File: src/rtl/dmem_lsu.sv
// dmem_lsu: load/store unit driving the data-memory port.
// Ports: clk, reset (sync, active-low); core request
//   req_valid/req_ready/req_we/req_addr/req_wdata/req_rd;
//   memory mem_addr/mem_wdata/mem_wen/mem_rdata;
//   write-back wb_valid/wb_rd/wb_data; status busy, err.
// Optional one-entry load buffer: define LSU_LDBUF_EN.
module dmem_lsu #(
  parameter int ADDR_W    = 5,
  parameter int DATA_W    = 16,
  parameter int MEM_DEPTH = 16,
  parameter int RD_LAT    = 0
) (
  input  logic              clk,
  input  logic              reset,
  input  logic              req_valid,
  output logic              req_ready,
  input  logic              req_we,
  input  logic [ADDR_W-1:0] req_addr,
  input  logic [DATA_W-1:0] req_wdata,
  input  logic [2:0]        req_rd,
  output logic [ADDR_W-1:0] mem_addr,
  output logic [DATA_W-1:0] mem_wdata,
  output logic              mem_wen,
  input  logic [DATA_W-1:0] mem_rdata,
  output logic              wb_valid,
  output logic [2:0]        wb_rd,
  output logic [DATA_W-1:0] wb_data,
  output logic              busy,
  output logic              err
);

  localparam logic [ADDR_W:0] DEPTH =
    (ADDR_W+1)'(MEM_DEPTH);
  localparam logic [2:0] LAT = 3'(RD_LAT);

  typedef enum logic [1:0] {
    IDLE, STORE, LOAD, WB
  } st_t;

  st_t st, st_nx;

  logic [2:0]        cnt;
  logic [2:0]        rd_q;
  logic              acc;
  logic              hit;
  logic              a_ok;
  logic              ld_done;
  logic [DATA_W-1:0] buf_d;

  // mem_addr doubles as the latched request address
  assign a_ok    = {1'b0, mem_addr} < DEPTH;
  assign acc     = req_valid & req_ready;
  assign ld_done = (st == LOAD) && (cnt == LAT);

`ifdef LSU_LDBUF_EN
  logic              buf_v;
  logic [ADDR_W-1:0] buf_tag;

  assign hit = ~req_we & buf_v
             & (req_addr == buf_tag);

  always_ff @(posedge clk) begin
    if (!reset) begin
      buf_v   <= 1'b0;
      buf_tag <= '0;
      buf_d   <= '0;
    end else if (ld_done && a_ok) begin
      buf_v   <= 1'b1;
      buf_tag <= mem_addr;
      buf_d   <= mem_rdata;
    end else if (st == STORE && a_ok && buf_v
                 && mem_addr == buf_tag) begin
      buf_d <= mem_wdata;
    end
  end
`else
  assign hit   = 1'b0;
  assign buf_d = '0;
`endif

  always_ff @(posedge clk) begin
    if (!reset) st <= IDLE;
    else        st <= st_nx;
  end

  always_comb begin
    st_nx = st;
    unique case (st)
      IDLE:
        if (acc) begin
          if (req_we)   st_nx = STORE;
          else if (hit) st_nx = WB;
          else          st_nx = LOAD;
        end
      STORE: st_nx = IDLE;
      LOAD:  if (cnt == LAT) st_nx = WB;
      WB:    st_nx = IDLE;
      default: st_nx = IDLE;
    endcase
  end

  always_comb begin
    req_ready = 1'b0;
    mem_wen   = 1'b0;
    wb_valid  = 1'b0;
    busy      = 1'b1;
    unique case (st)
      IDLE: begin
        req_ready = reset;
        busy      = 1'b0;
      end
      STORE: mem_wen  = a_ok & reset;
      WB:    wb_valid = reset;
      default: ;
    endcase
  end

  always_ff @(posedge clk) begin
    if (!reset) begin
      mem_addr  <= '0;
      mem_wdata <= '0;
      wb_rd     <= '0;
      wb_data   <= '0;
      err       <= 1'b0;
      cnt       <= '0;
      rd_q      <= '0;
    end else begin
      // a buffer hit makes no memory access
      if (acc && !hit) begin
        mem_addr <= req_addr;
        rd_q     <= req_rd;
        if (req_we) mem_wdata <= req_wdata;
      end
      if (acc && hit) begin
        wb_rd   <= req_rd;
        wb_data <= buf_d;
      end
      cnt <= (st == LOAD) ? cnt + 3'd1 : 3'd0;
      if (st == STORE && !a_ok) err <= 1'b1;
      if (ld_done) begin
        wb_rd   <= rd_q;
        wb_data <= a_ok ? mem_rdata : '0;
        if (!a_ok) err <= 1'b1;
      end
    end
  end

endmodule

File: config.mk
export PLATFORM = sky130hd
export DESIGN_NAME = dmem_lsu
export DESIGN_NICKNAME = d
export VERILOG_FILES = /design/src/rtl/dmem_lsu.sv
export SDC_FILE = /design/constraint.sdc
export NUM_CORES = 1
export LEC_CHECK = 0
export ABC_AREA = 1
export BUFFER_PORTS_ARGS = -buffer_cell sky130_fd_sc_hd__buf_2
export CAP_MARGIN = 20
export CORE_MARGIN = 2
export CORE_UTILIZATION = 47
export CTS_CLUSTER_DIAMETER = 150
export DETAILED_ROUTE_END_ITERATION = 8
export PLACE_DENSITY = 0.78
export SYNTH_ARGS = -nofsm -noshare
export SYNTH_HDL_FRONTEND = slang
export SYNTH_SLANG_ARGS = --single-unit
export TNS_END_PERCENT = 100
File: constraint.sdc
create_clock -name clk -period 1.7 [get_ports clk]
set_input_delay 0.425 -clock clk [delete_from_list [all_inputs] [get_ports clk]]
set_output_delay 0.425 -clock clk [all_outputs]
set_load 0.01 [all_outputs]
==> After elaboration in Yosys (flattened, before gate mapping) <==
Cells that the tools add are included.
{ "word_totals": {"latchBits": 0, "input_bits": 44, "n_memories": 0, "register_bits": 49, "mem_bits_ro": 0, "mem_bits_rw": 0, "out_inout_bits": 45} }
{ "classes": {"div_mod_pow": 0, "order_cmp": 1, "n_bitwise": 2, "n_addsub": 1, "multipliers": 0, "n_eq_ne": 5, "shift": 0, "reduce_logical": 9, "mux": 12} }
{ "op_table": {"columns": ["operator", "n"], "rows": [
  ["$mux W16", 1],
  ["$mux W1", 7],
  ["$mux W2", 3],
  ["$pmux W2 S3", 1],
  ["$reduce_and A2 Y1", 3],
  ["$lt A5 B5 Y1 const B", 1],
  ["$eq A2 B2 Y1 const B", 2],
  ["$add A3 B1 Y3 const B", 1],
  ["$logic_not A3 Y1", 1],
  ["$and A1 B1 Y1", 2],
  ["$eq A2 B1 Y1 const B", 1],
  ["$logic_and A1 B1 Y1", 2],
  ["$logic_not A2 Y1", 1],
  ["$ne A2 B1 Y1 const B", 1],
  ["$ne A2 B2 Y1 const B", 1],
  ["$reduce_or A2 Y1", 1],
  ["$logic_not A1 Y1", 1]
]} }

==> Depth between registers and ports, before layout <==
{ "depth": {"depth_word": 6, "depth_mapped": 9, "mapped_depth_nobuf": 8} }

==> Least setup slack after synthesis <==
No wires, ideal clock.
{ "synth_timing": {"path_type": "register -> output", "from": "register mem_addr[4]", "to": "output port mem_wen", "t_arrival_ns": 1.144, "stages_incl_launch_ff": 4, "slack_ns": 0.131, "cell_sequence": "dfxtp_1 buf_4 clkbuf_1 nor4_1"} }
{ "synth_via": {"elab_chain_len": 3} }
{ "synth_lines": {"columns": ["item", "line", "source"], "rows": [
  ["from (decl)", "21", "output logic [ADDR_W-1:0] mem_addr,"],
  ["from (signal assigned)", "130", "mem_addr <= req_addr;"],
  ["$lt A5 B5 Y1", "51", "assign a_ok = {1'b0, mem_addr} < DEPTH;"],
  ["$and A1 B1 Y1", "112", "STORE: mem_wen = a_ok & reset;"],
  ["$mux W1", "107", "unique case (st)"],
  ["to (decl)", "23", "output logic mem_wen,"]
]} }
Every way passes these cells.

==> Worst setup path in the final report <==
{ "layout_timing": {"from": "register st[1]", "to": "output port wb_valid"} }
{ "layout_via": {"elab_chain_len": 2} }
{ "layout_lines": {"columns": ["item", "line", "source"], "rows": [
  ["from (decl)", "40", "st_t st, st_nx;"],
  ["from (signal assigned)", "83", "else st <= st_nx;"],
  ["$eq A2 B2 Y1", "107", null],
  ["$mux W1", "107", null],
  ["to (decl)", "25", "output logic wb_valid,"]
]} }
Every way passes these cells.

==> impl_results.md <==
* Syn Nets at 358
* Remaining DRCs at 0
* Non-Filler Instances at between 400 and 500
* Antenna violations before repair at 0
* Syn avg cell area at 6.898 um^2
* First-pass iteration count of the detailed router at 4
* Hold WS at between 0.3 and 0.4 ns
* FF-to-FF path depth at 8
* CP required at approximately 1.3 ns
* Setup_tns at 0 ns
* Io pins at slightly below 90
* Max VDD drop at 0.5384 mV
* Clk Latency, worst-skew pair at 0.29 ns
* P&R area growth vs syn at 23.49%
* Highest clock rate at 0.6469 GHz
* Area of the multi-input gates at 849.6 um^2
* Metal2 WL at 2185 um
* Crit path launch: st[1]
* Crit Path Class: reg2out
* Clock tree buffer depth at 2
* Initial DRC Count at 72
* Routed metal-1 wire length at 1903 um
* Layout cells sized above 1 at 27.20%
* Clock sinks at slightly below 50
* DP Area at 2569 um^2
* Startpoint Class: flip-flop
* Vias in the first global route at 1798
* Core box area at about 4400 um^2
* Adder-Cell Fraction of Synth Area at 1.163%
* Final setup viols at 0
* Highest metal used: met4
* Max-slew violation count at 0
* Die Wd at 71.67 um
* DPL Wire Length at 3211 um
* Cts hold-fix bufs at 0
* Pin count of the biggest net entering global routing at 33
* Gpl congestion at between 0.7 and 0.8
* Worst hold path startpoint: req_wdata[14]
* DIE AREA at 5136 um^2
* Final core occ at 60.62%
* GRT Overall Usage at 18.14%
* Worst Hold Class: in2reg
* Synth Area in Compound Gates at 5.465%
* P_leak at 1.525 nW
* Total Power at roughly 2.3 mW
* Clock transition at path regs at about 0.080 ns
* Sequential area share after synthesis at 45.58%
* Routed via count at roughly 2000
* Critical R2R Launch: cnt[0]
* Maxcap violations at 0
* Port Buffers at 88
* Dpl ws at just under 0.3 ns
* Power Dens Cells at 857.9 nW/um^2
* Cell area after layout at 2658 um^2
* ANT nets after route at 0
* Final WL at 4342 um
* Arrival time worst endpoint at 1.12 ns
* Num CTS Buffers at 5
* Synth warnings at 0
* Mapped Area at 2152 um^2
* Run status: finished, final reports clean
* Row Count at 24
* CTS tree: yes
* First-pass GRT wire length at about 7500 um
* Min Tclk post-route at 1.546 ns
* Post-Syn Instances at approximately 310
* Metal3 WL at 204 um
* Final #Nets at roughly 440
* Area share of xor/xnor cells in the synthesized design at 0.4070%
* Max_slew headroom at between 70% and 80%
* Antenna Cells at 0
* Post-synthesis mux area share at 0%
* Fin crit share at 90.94%
* Setup ws final at around 0.15 ns
* RSZ-0062 raised after global routing: false
* Least-Margin Pin Slew at 0.3018 ns
* Simple-Gate Fraction of Synth Area at 32.44%
* Post-CTS setup repair buffer count at 0
* H-tree depth at 2
* Register area at 983.4 um^2
* Setup Skew at 0.005017 ns
* Drt wl/cell at between 9 and 10 um
* Grt total ovfl at 0
* Die Height at 71.67 um
* Via/cell ratio at approximately 4.4
* Final hold vios at 0
* Worst Path Max Fanout at 5
* Largest family of logic cells by synthesized area: simple AND/OR/NAND/NOR gates
* Cell variety after synth at 25
* Fill count at about 470
* Seq cells post-synth at 49
* Hold path depth at 3
* Root Buffer: clkbuf_8
* Initial Utilization at 49.09%
* CP Capture Type: primary output
* Inst Count DP at between 400 and 500
final timing paths:
kind	to	slack (ns)
max	wb_valid	0.15
min	mem_wdata[14]	0.35
max reg2reg	wb_data[9]	0.31
min reg2reg	cnt[0]	0.45
cell type report:
type / instances / share of cell area (%)
Sequential cell: 49 / 37.01
Clock buffer: 7 / 3.249
Tap cell: 52 / 2.448
Timing Repair Buffer: 92 / 17.70
Inverter: 52 / 7.627
Multi-Input combinational cell: 197 / 31.97
cell families after synthesis:
kind of cell	after synthesis
flip-flops	49
XOR/XNOR	1
adder cells (fa/ha/maj)	2
AO/OA/AOI/OAI	23
buffers and inverters	66
AND/OR/NAND/NOR	171
registers in the layout, indices dropped and copies added (netlist names):
name,count
err,1
mem_addr,5
wb_rd,3
mem_wdata,16
cnt,3
rd_q,3
st,2
wb_data,16
routing by layer:
layer  track usage, %  vias to the layer above
met2            32.00                       40
met3            3.657                        4
met1            21.92                      833
li1                 -                     1081
met4            6.289                        0
met5                0                        -
power by group:
group	leakage, nW	switching, mW	total, mW	internal, mW
clock network	0.0443	0.345	0.668	0.323
logic	1.08	0.209	0.363	0.154
registers	0.401	0.0363	1.25	1.21
total	1.52	0.591	2.28	1.69
synthesized netlist by cell type, drive strengths merged:
library cell    n  area [um^2]
nand2          54        212.7
xnor2           1        8.760
nor2          110        420.4
buf            12        111.4
nor4            1        6.260
o21ai          20        100.1
dfxtp          49        980.9
clkbuf          2        7.510
ha              2        25.02
inv            52        202.7
nand3           4        32.53
nor3            1        5.000
nand4           1        21.27
o211ai          1        7.510
a21oi           2        10.01
cell usage in the layout, fill, tap and decap left out, types with 3 or more instances in the layout:
cell,netlist,routed
buf_2,4,88
buf_4,2,4
clkbuf_8,0,6
dfxtp_1,49,47
inv_1,49,49
nand2_1,52,52
nand3_1,3,3
nor2_1,109,109
o21ai_0,18,18
critical path, stage by stage (launching register included):
cell	delay (ns)
dfxtp_2	0.40
inv_1	0.09
nor3_1	0.18
buf_2	0.16
what timing repair did:
action                                  in CTS  in global routing
hold endpoints to repair                     0                  0
resized for setup                            0                  2
endpoints found under the setup margin       0                  2
(Power assumes the default switching activity.)
